--- src/rtl/smux_pkg.sv ---
// Shared state encodings, select polarity and watchdog helpers for the smux arbiter.
package smux_pkg;

    typedef logic [1:0] state_t;

    localparam state_t ST_IDLE  = 2'd0;
    localparam state_t ST_GNT_A = 2'd1;
    localparam state_t ST_GNT_B = 2'd2;

    localparam logic SEL_A = 1'b1;
    localparam logic SEL_B = 1'b0;

    localparam int              CNT_W   = 8;
    localparam logic [CNT_W-1:0] CNT_MAX = 8'hFF;

    // Counter value on which the watchdog fires; meaningless when the limit is 0.
    function automatic logic [CNT_W-1:0] wd_last(input int unsigned limit);
        return (limit == 0) ? '0 : CNT_W'(limit - 1);
    endfunction

endpackage

--- src/rtl/smux_arbiter_if.sv ---
// Requester, sink and status signals of the smux arbiter.
// master = requesters + sink side, slave = arbiter side.
interface smux_arbiter_if #(
    parameter int WIDTH = 8
);
    logic             req_a;
    logic [WIDTH-1:0] data_a;
    logic             ack_a;
    logic             req_b;
    logic [WIDTH-1:0] data_b;
    logic             ack_b;
    logic             sel;
    logic             out_valid;
    logic [WIDTH-1:0] out_data;
    logic             out_ready;
    logic             timeout;

    modport master (
        output req_a, data_a, req_b, data_b, out_ready,
        input  ack_a, ack_b, sel, out_valid, out_data, timeout
    );

    modport slave (
        input  req_a, data_a, req_b, data_b, out_ready,
        output ack_a, ack_b, sel, out_valid, out_data, timeout
    );
endinterface

--- src/rtl/smux_w.sv ---
// WIDTH-wide 2:1 select, y = sel ? a : b.
// Latency: combinational; backpressure: none.
module smux_w #(
    parameter int WIDTH = 8
) (
    input  logic [WIDTH-1:0] a,
    input  logic [WIDTH-1:0] b,
    input  logic             sel,
    output logic [WIDTH-1:0] y
);
    assign y = sel ? a : b;
endmodule

--- src/rtl/smux_arbiter.sv ---
// Round-robin A/B arbiter over a shared 2:1 select with a grant watchdog.
// Latency: request -> out_valid next cycle; backpressure: grant held until out_ready or watchdog.
module smux_arbiter
    import smux_pkg::*;
#(
    parameter int WIDTH      = 8,
    parameter int WAIT_LIMIT = 16
) (
    input  logic           clk,
    input  logic           rst_n,
    smux_arbiter_if.slave  bus
);

    localparam logic [CNT_W-1:0] CNT_LAST = wd_last(WAIT_LIMIT);
    localparam logic             WD_EN    = (WAIT_LIMIT != 0);

    state_t           state;
    state_t           state_nxt;
    logic             last_a;
    logic             last_a_nxt;
    logic [CNT_W-1:0] cnt;

    logic             gnt_a;
    logic             gnt_b;
    logic             granted;
    logic             req_own;
    logic             req_other;
    logic             handshake;
    logic             abort;
    logic             wd_fire;

    logic             sel_dat;
    logic             valid_dat;
    logic             ack_a_dat;
    logic             ack_b_dat;
    logic             timeout_dat;
    logic [WIDTH-1:0] mux_dat;

    assign gnt_a     = (state == ST_GNT_A);
    assign gnt_b     = (state == ST_GNT_B);
    assign granted   = gnt_a | gnt_b;
    assign req_own   = gnt_a ? bus.req_a : bus.req_b;
    assign req_other = gnt_a ? bus.req_b : bus.req_a;

    // Priority inside a grant: handshake, then abort, then watchdog.
    assign handshake = granted & bus.out_ready;
    assign abort     = granted & ~bus.out_ready & ~req_own;
    assign wd_fire   = WD_EN & granted & ~bus.out_ready & req_own & (cnt == CNT_LAST);

    always_ff @(posedge clk) begin
        if (!rst_n) begin
            state  <= ST_IDLE;
            last_a <= 1'b0;
        end else begin
            state  <= state_nxt;
            last_a <= last_a_nxt;
        end
    end

    always_comb begin
        state_nxt  = state;
        last_a_nxt = last_a;
        case (state)
            ST_IDLE: begin
                if (bus.req_a && bus.req_b) begin
                    state_nxt = last_a ? ST_GNT_B : ST_GNT_A;
                end else if (bus.req_a) begin
                    state_nxt = ST_GNT_A;
                end else if (bus.req_b) begin
                    state_nxt = ST_GNT_B;
                end
            end
            ST_GNT_A, ST_GNT_B: begin
                // A finished grant (accepted or timed out) hands straight to a waiting peer.
                if (handshake || wd_fire) begin
                    last_a_nxt = gnt_a;
                    if (req_other) begin
                        state_nxt = gnt_a ? ST_GNT_B : ST_GNT_A;
                    end else begin
                        state_nxt = ST_IDLE;
                    end
                end else if (abort) begin
                    state_nxt = ST_IDLE;
                end
            end
            default: state_nxt = ST_IDLE;
        endcase
    end

    always_ff @(posedge clk) begin
        if (!rst_n) begin
            cnt <= '0;
        end else if (!granted || handshake || abort || wd_fire) begin
            cnt <= '0;
        end else if (cnt != CNT_MAX) begin
            cnt <= cnt + 1'b1;
        end
    end

    always_comb begin
        valid_dat   = granted;
        sel_dat     = gnt_a ? SEL_A : SEL_B;
        ack_a_dat   = gnt_a & bus.out_ready;
        ack_b_dat   = gnt_b & bus.out_ready;
        timeout_dat = wd_fire;
    end

    smux_w #(
        .WIDTH (WIDTH)
    ) u_mux (
        .a   (bus.data_a),
        .b   (bus.data_b),
        .sel (sel_dat),
        .y   (mux_dat)
    );

    assign bus.out_valid = valid_dat;
    assign bus.sel       = sel_dat;
    assign bus.ack_a     = ack_a_dat;
    assign bus.ack_b     = ack_b_dat;
    assign bus.timeout   = timeout_dat;
    assign bus.out_data  = mux_dat;

endmodule
--- src/flat_wrapper.sv ---
// flat-port wrapper written by rule: the top's interface ports become plain ports
module smux_arbiter_flat import smux_pkg::*;
#(
    parameter int WIDTH      = 8,
    parameter int WAIT_LIMIT = 16
)
  (clk, rst_n, bus_req_a, bus_data_a, bus_req_b, bus_data_b, bus_out_ready, bus_ack_a, bus_ack_b, bus_sel, bus_out_valid, bus_out_data, bus_timeout);
  smux_arbiter_if #(.WIDTH(WIDTH)) bus_i ();
  input  logic clk;
  input  logic rst_n;
  input wire logic [$bits(bus_i.req_a)-1:0] bus_req_a;
  input wire logic [$bits(bus_i.data_a)-1:0] bus_data_a;
  input wire logic [$bits(bus_i.req_b)-1:0] bus_req_b;
  input wire logic [$bits(bus_i.data_b)-1:0] bus_data_b;
  input wire logic [$bits(bus_i.out_ready)-1:0] bus_out_ready;
  output wire logic [$bits(bus_i.ack_a)-1:0] bus_ack_a;
  output wire logic [$bits(bus_i.ack_b)-1:0] bus_ack_b;
  output wire logic [$bits(bus_i.sel)-1:0] bus_sel;
  output wire logic [$bits(bus_i.out_valid)-1:0] bus_out_valid;
  output wire logic [$bits(bus_i.out_data)-1:0] bus_out_data;
  output wire logic [$bits(bus_i.timeout)-1:0] bus_timeout;
  assign bus_i.req_a = bus_req_a;
  assign bus_i.data_a = bus_data_a;
  assign bus_i.req_b = bus_req_b;
  assign bus_i.data_b = bus_data_b;
  assign bus_i.out_ready = bus_out_ready;
  assign bus_ack_a = bus_i.ack_a;
  assign bus_ack_b = bus_i.ack_b;
  assign bus_sel = bus_i.sel;
  assign bus_out_valid = bus_i.out_valid;
  assign bus_out_data = bus_i.out_data;
  assign bus_timeout = bus_i.timeout;
  smux_arbiter #(.WIDTH(WIDTH), .WAIT_LIMIT(WAIT_LIMIT)) u_core (.clk(clk), .rst_n(rst_n), .bus(bus_i));
endmodule
--- config.mk ---
export PLATFORM = sky130hd
export DESIGN_NAME = smux_arbiter_flat
export DESIGN_NICKNAME = d
export VERILOG_FILES = /design/src/rtl/smux_pkg.sv /design/src/rtl/smux_arbiter_if.sv /design/src/rtl/smux_w.sv /design/src/rtl/smux_arbiter.sv /design/src/flat_wrapper.sv
export SDC_FILE = /design/constraint.sdc
export NUM_CORES = 1
export LEC_CHECK = 0
export ABC_AREA = 1
export BUFFER_PORTS_ARGS = -buffer_cell sky130_fd_sc_hd__buf_2
export CAP_MARGIN = 5
export CELL_PAD_IN_SITES_DETAIL_PLACEMENT = 1
export CELL_PAD_IN_SITES_GLOBAL_PLACEMENT = 2
export CORE_MARGIN = 3
export CORE_UTILIZATION = 22
export DETAILED_ROUTE_END_ITERATION = 12
export PLACE_DENSITY = 0.79
export SLEW_MARGIN = 20
export SYNTH_ARGS = -nofsm -noshare
export SYNTH_HDL_FRONTEND = slang
export SYNTH_SLANG_ARGS = --single-unit
--- constraint.sdc ---
create_clock -name clk -period 2.3 [get_ports clk]
set_clock_uncertainty 0.15 [all_clocks]
set_input_delay 0.46 -clock clk [delete_from_list [all_inputs] [get_ports clk]]
set_output_delay 0.46 -clock clk [all_outputs]
set_load 0.02 [all_outputs]
# --- Yosys cells after proc, flatten, opt, wreduce, memory -nomap -nowiden ---
# Index checks and enable logic that the tools add are counted.
word_totals:
  rom_bits: 0
  ramBits: 0
  memories: 0
  in_bits: 21
  latch_bits: 0
  wordCells: 45
  reg_bits: 11
classes:
  bitwise: 11
  n_shift: 0
  reduce_logical: 11
  n_lt_le_gt_ge: 0
  n_div: 0
  add_sub_neg: 1
  eq_ne: 6
  muxes: 13
  multipliers: 0
op_table:
  columns: ["operator", "count"]
  rows:
  - ["$mux 2", 8]
  - ["$add 8x1->8 const B", 1]
  - ["$eq 8x4->1 const B", 1]
  - ["$mux 8", 1]
  - ["$ne 8x8->1 const B", 1]
  - ["$and 1x1->1", 7]
  - ["$logic_or 1x1->1", 4]
  - ["$ne 4x3->1 const B", 1]
  - ["$pmux 2 s2", 1]
  - ["$reduce_and 2->1", 2]
  - ["$reduce_or 2->1", 2]
  - ["$mux 1", 3]
  - ["$ne 3x1->1 const B", 1]
  - ["$not 1->1", 3]
  - ["$eq 2x1->1 const B", 1]
  - ["$eq 2x2->1 const B", 1]
  - ["$logic_not 2->1", 1]
  - ["$logic_and 1x1->1", 1]
  - ["$logic_not 1->1", 1]
  - ["$or 1x1->1", 1]

# --- Longest topological paths before layout ---
depth:
  word_depth: 8
  depth_mapped: 11
  mapped_depth_nobuf: 11

# --- Modules after synthesis ---
# A second synthesis with hierarchy kept.
hier_totals:
  hier_cells: 123
  hier_area_um2: 795.8
by_module_without_submodules:
  columns: ["mod", "area_each_um2", "cells_each", "instances"]
  rows:
  - ["smux_arbiter", 690.7, 97, 1]
  - ["smux_w", 105.1, 26, 1]

# --- Worst setup path after synthesis ---
# No wires, ideal clock.
synth_timing:
  path_kind: "register to output"
  startpoint: "register u_core.state[1]"
  endpoint: "output bus_timeout"
  path_buffers: 0
  setup_slack_ns: 0.400
  required_time_ns: 1.690
  stages_incl_launch_ff: 8
  t_arrival_ns: 1.290
  cell_sequence: "dfxtp_1 > inv_1 > ha_1 > inv_2 > nand2_2 > a21oi_2 > nand2_1 > inv_1"
synth_between:
  elab_chain_len: 5
synth_lines:
  columns: ["item", "line_no", "text"]
  rows:
  - ["start, declared", "smux_arbiter.sv:17", "state_t state;"]
  - ["start signal, assigned", "smux_arbiter.sv:55", "state <= state_nxt;"]
  - ["$eq 2x1->1 or $eq 2x2->1 (tied branches)", "smux_arbiter.sv:39, smux_arbiter.sv:40", null]
  - ["$or 1x1->1", "smux_arbiter.sv:41", "assign granted = gnt_a | gnt_b;"]
  - ["$and 1x1->1", "smux_arbiter.sv:48", "assign wd_fire = WD_EN & granted & ~bus.out_ready & req_own & (cnt == CNT_LAST);"]
  - ["$and 1x1->1 (*) (2 in series)", "smux_arbiter.sv:48", null]
  - ["end, declared", "flat_wrapper.sv:21", "output wire logic [$bits(bus_i.timeout)-1:0] bus_timeout;"]
# Mark *: on every way between the ends. The rest lies on a longest branch, timed or not.

# --- Worst setup path in the final report ---
layout_timing:
  startpoint: "register u_core.state[0]"
  endpoint: "output bus_timeout"
# The elaborated chain is that of the path after synthesis.

==> qor.csv <==
metric;value;unit
Tightest Pin Transition;0.242;ns
Max-slew headroom;0.838;
Die W;65.2;microns
Die Height;65.2;microns
antenna violations before repair;0;
Max rail drop VDD;0.248;mV
grt met2 use;0.221;
Synth Cell Area;772;sq um
total gr overflow;0;
clock buffer depth;2;
pwr/cell area;529;nW/um^2
final-report max-slew violation count;0;
EDFF count, synth;0;
DRC viols;0;
Initial DRC Count;22;
vias per cell;4.29;
Gate power share;0.372;
most frequent cell after synthesis;nand2_1;
ys async rst share;0;
most used routing layer in global routing;met2;
WS Path Type;flip-flop to output port;
I/O pins;34;
Syn Nets;153;
Syn Area/Cell;6.08;sq um
synth warn;0;
Worst setup EP type;output port;
Fmax;464;MHz
CP peak stage delay;0.36;ns
Slowest cell on crit path;dfxtp_2;
Inst Count DP;204;
routed vias;892;
number of global-route vias before repair;963;
post-synthesis sequential area ratio;0.285;
Hold Crit Class;primary input to flip-flop;
endpoints failing hold;0;
synthesis-to-finish area growth;33.4;%
largest net degree at the start of global routing;12;
Cell Int Power;0.338;mW
FP Rows;20;
max-cap violations;0;
Synth area leader;dfxtp_1;
initial core utilization;0.241;
final setup TNS;0;ns
Synth top area share;0.285;
run status;finished, final reports clean;
Reg power frac;0.376;
met3 Usage GRT;0.0103;
grt met1 use;0.145;
Core Area;3200;sq um
post-synthesis cell count;127;
clock sink count;11;
Layout fillers;457;
Critical Path RT;1.69;ns
Die ar.;4260;sq um
sw frac;0.380;
non-filler cells in the finished layout;208;
fin crit share;0.937;
Clock power frac;0.253;
total CTS buffers;3;
fin crit period;2.16;ns
Routability Congestion;0.799;
crit path DAT;1.55;ns
RSZ-0062 raised after global routing;false;
hpwl dp;1930;microns
first-pass GRT wire length;4150;microns
Final ANT Viol Nets;0;
CP startpoint kind;flip-flop;
WP buf/inv;3;
worst-path maximum fanout;4;
First-pass DRT Iterations;4;
Routed WL;2310;microns
Total GRT Usage;0.121;
synth cell count leaders;53 x nand2_1, 15 x inv_1, 11 x dfxtp_1, 8 x nor2_1, 6 x a21oi_1;
CP top delay family;flip-flops;
Area contributors post-synth;dfxtp_1 29%, nand2_1 26%, ha_1 8.1%;
post-CTS setup repair buffer count;0;
IO Port Bufs;33;
htree depth;1;
Clk Latency, worst-skew pair;0.28;ns
Antenna Cells;0;
synthesized flop and latch total;11;
share of cells above drive strength 1;0.317;
drt wl/cell;11.1;microns
Synth Flop Type;dfxtp_1;
P_sw;0.207;mW
Lkg Pwr;0.556;nW
crit path cell chain;inv_1 -> ha_1 -> nand2_1 -> a21oi_2 -> nand2_1 -> inv_1 -> buf_2;
Root Buffer;clkbuf_4;
Distinct cells, synth;20;
Final #Nets;191;
CTS tree;yes;
count of final setup violators;0;
Clk pin slew, worst setup/hold paths;0.07;ns
-- power groups by stage --
stage	Sequential, mW	Clock [mW]	Combinational, mW
after floorplan	0.206	0	0.132
after detailed placement	0.208	0	0.203
final	0.205	0.138	0.203
after global placement	0.207	0	0.199
after CTS	0.204	0.142	0.205
after global routing	0.206	0.151	0.230
-- flip-flops by register name, summed over array words and instances (netlist names) --
register	count
u_core.cnt	8
u_core.last_a	1
u_core.state	2
-- cell type report --
| type | count | area [sq um] | share of cell area |
|---|---|---|---|
| clock buffer | 4 | 26.3 | 0.0255 |
| inverter | 18 | 71.3 | 0.0693 |
| multi-input combinational | 97 | 482 | 0.468 |
| sequential | 11 | 223 | 0.216 |
| tap | 44 | 55.1 | 0.0535 |
| timing repair buffer | 34 | 173 | 0.168 |
-- per-layer routing --
layer  part of all wire  vias to the layer above
li1                   -                      470
met1               0.44                      396
met2               0.51                       21
met3              0.041                        5
met4              0.015                        0
met5                  0                        -
-- kinds of logic after synthesis --
family,after synthesis,synth area share
DFF,11,0.285
buffers and inverters,19,0.0940
AOI/OAI and AO/OA,17,0.130
and+or+nand+nor,75,0.410
adders and majority gates,5,0.0810
-- worst paths after layout --
path	startpoint	endpoint	slack [ns]	cells after the start
worst max register to register	u_core.state[0]$_SDFFE_PN0P_	u_core.cnt[5]$_SDFFE_PP0P_	0.56	10
worst min register to register	u_core.cnt[1]$_SDFFE_PP0P_	u_core.cnt[1]$_SDFFE_PP0P_	0.34	2
worst max-delay path	u_core.state[0]$_SDFFE_PN0P_	bus_timeout	0.14	7
worst min-delay path	rst_n	u_core.state[1]$_SDFFE_PN0P_	0.33	3
-- placed cells by master (no fill, tap or decap) --
cell type	count
a21o_1	1
a21oi_1	6
a21oi_2	2
a31oi_1	4
buf_2	33
buf_4	1
clkbuf_1	1
clkbuf_4	3
clkinv_2	1
dfxtp_1	9
dfxtp_2	2
ha_1	4
ha_2	1
inv_1	15
inv_2	1
inv_4	1
nand2_1	53
nand2_2	1
nand3_1	4
nand3_2	1
nor2_1	8
nor2_2	3
nor2_4	1
nor3_1	3
o21ai_0	4
or2_2	1
-- what timing repair did --
action / 4_1_cts / 5_1_grt
resized for setup: 0 / 4
hold buffers: 0 / 0
endpoints found under the hold margin: 0 / 0
setup endpoints to repair: 0 / 1
-- per-stage QoR --
stage | hold WS, ns | worst slack, ns | area [sq um] | utilization | total power [mW]
after floorplan | 0.304 | 0.400 | 772 | - | 0.338
after global placement | 0.322 | 0.369 | 996 | 0.311 | 0.406
after detailed placement | 0.332 | 0.316 | 996 | 0.311 | 0.412
after CTS | 0.329 | 0.00270 | 1020 | 0.319 | 0.550
after global routing | 0.349 | 0.0307 | 1030 | 0.321 | 0.586
final | 0.327 | 0.144 | 1030 | 0.321 | 0.545
-- worst min-delay path: cells and delay by family --
family,cells,cell delay (ns)
buffers and inverters,2,0.15
AO/OA/AOI/OAI,1,0.11
(Power assumes the default switching activity.)
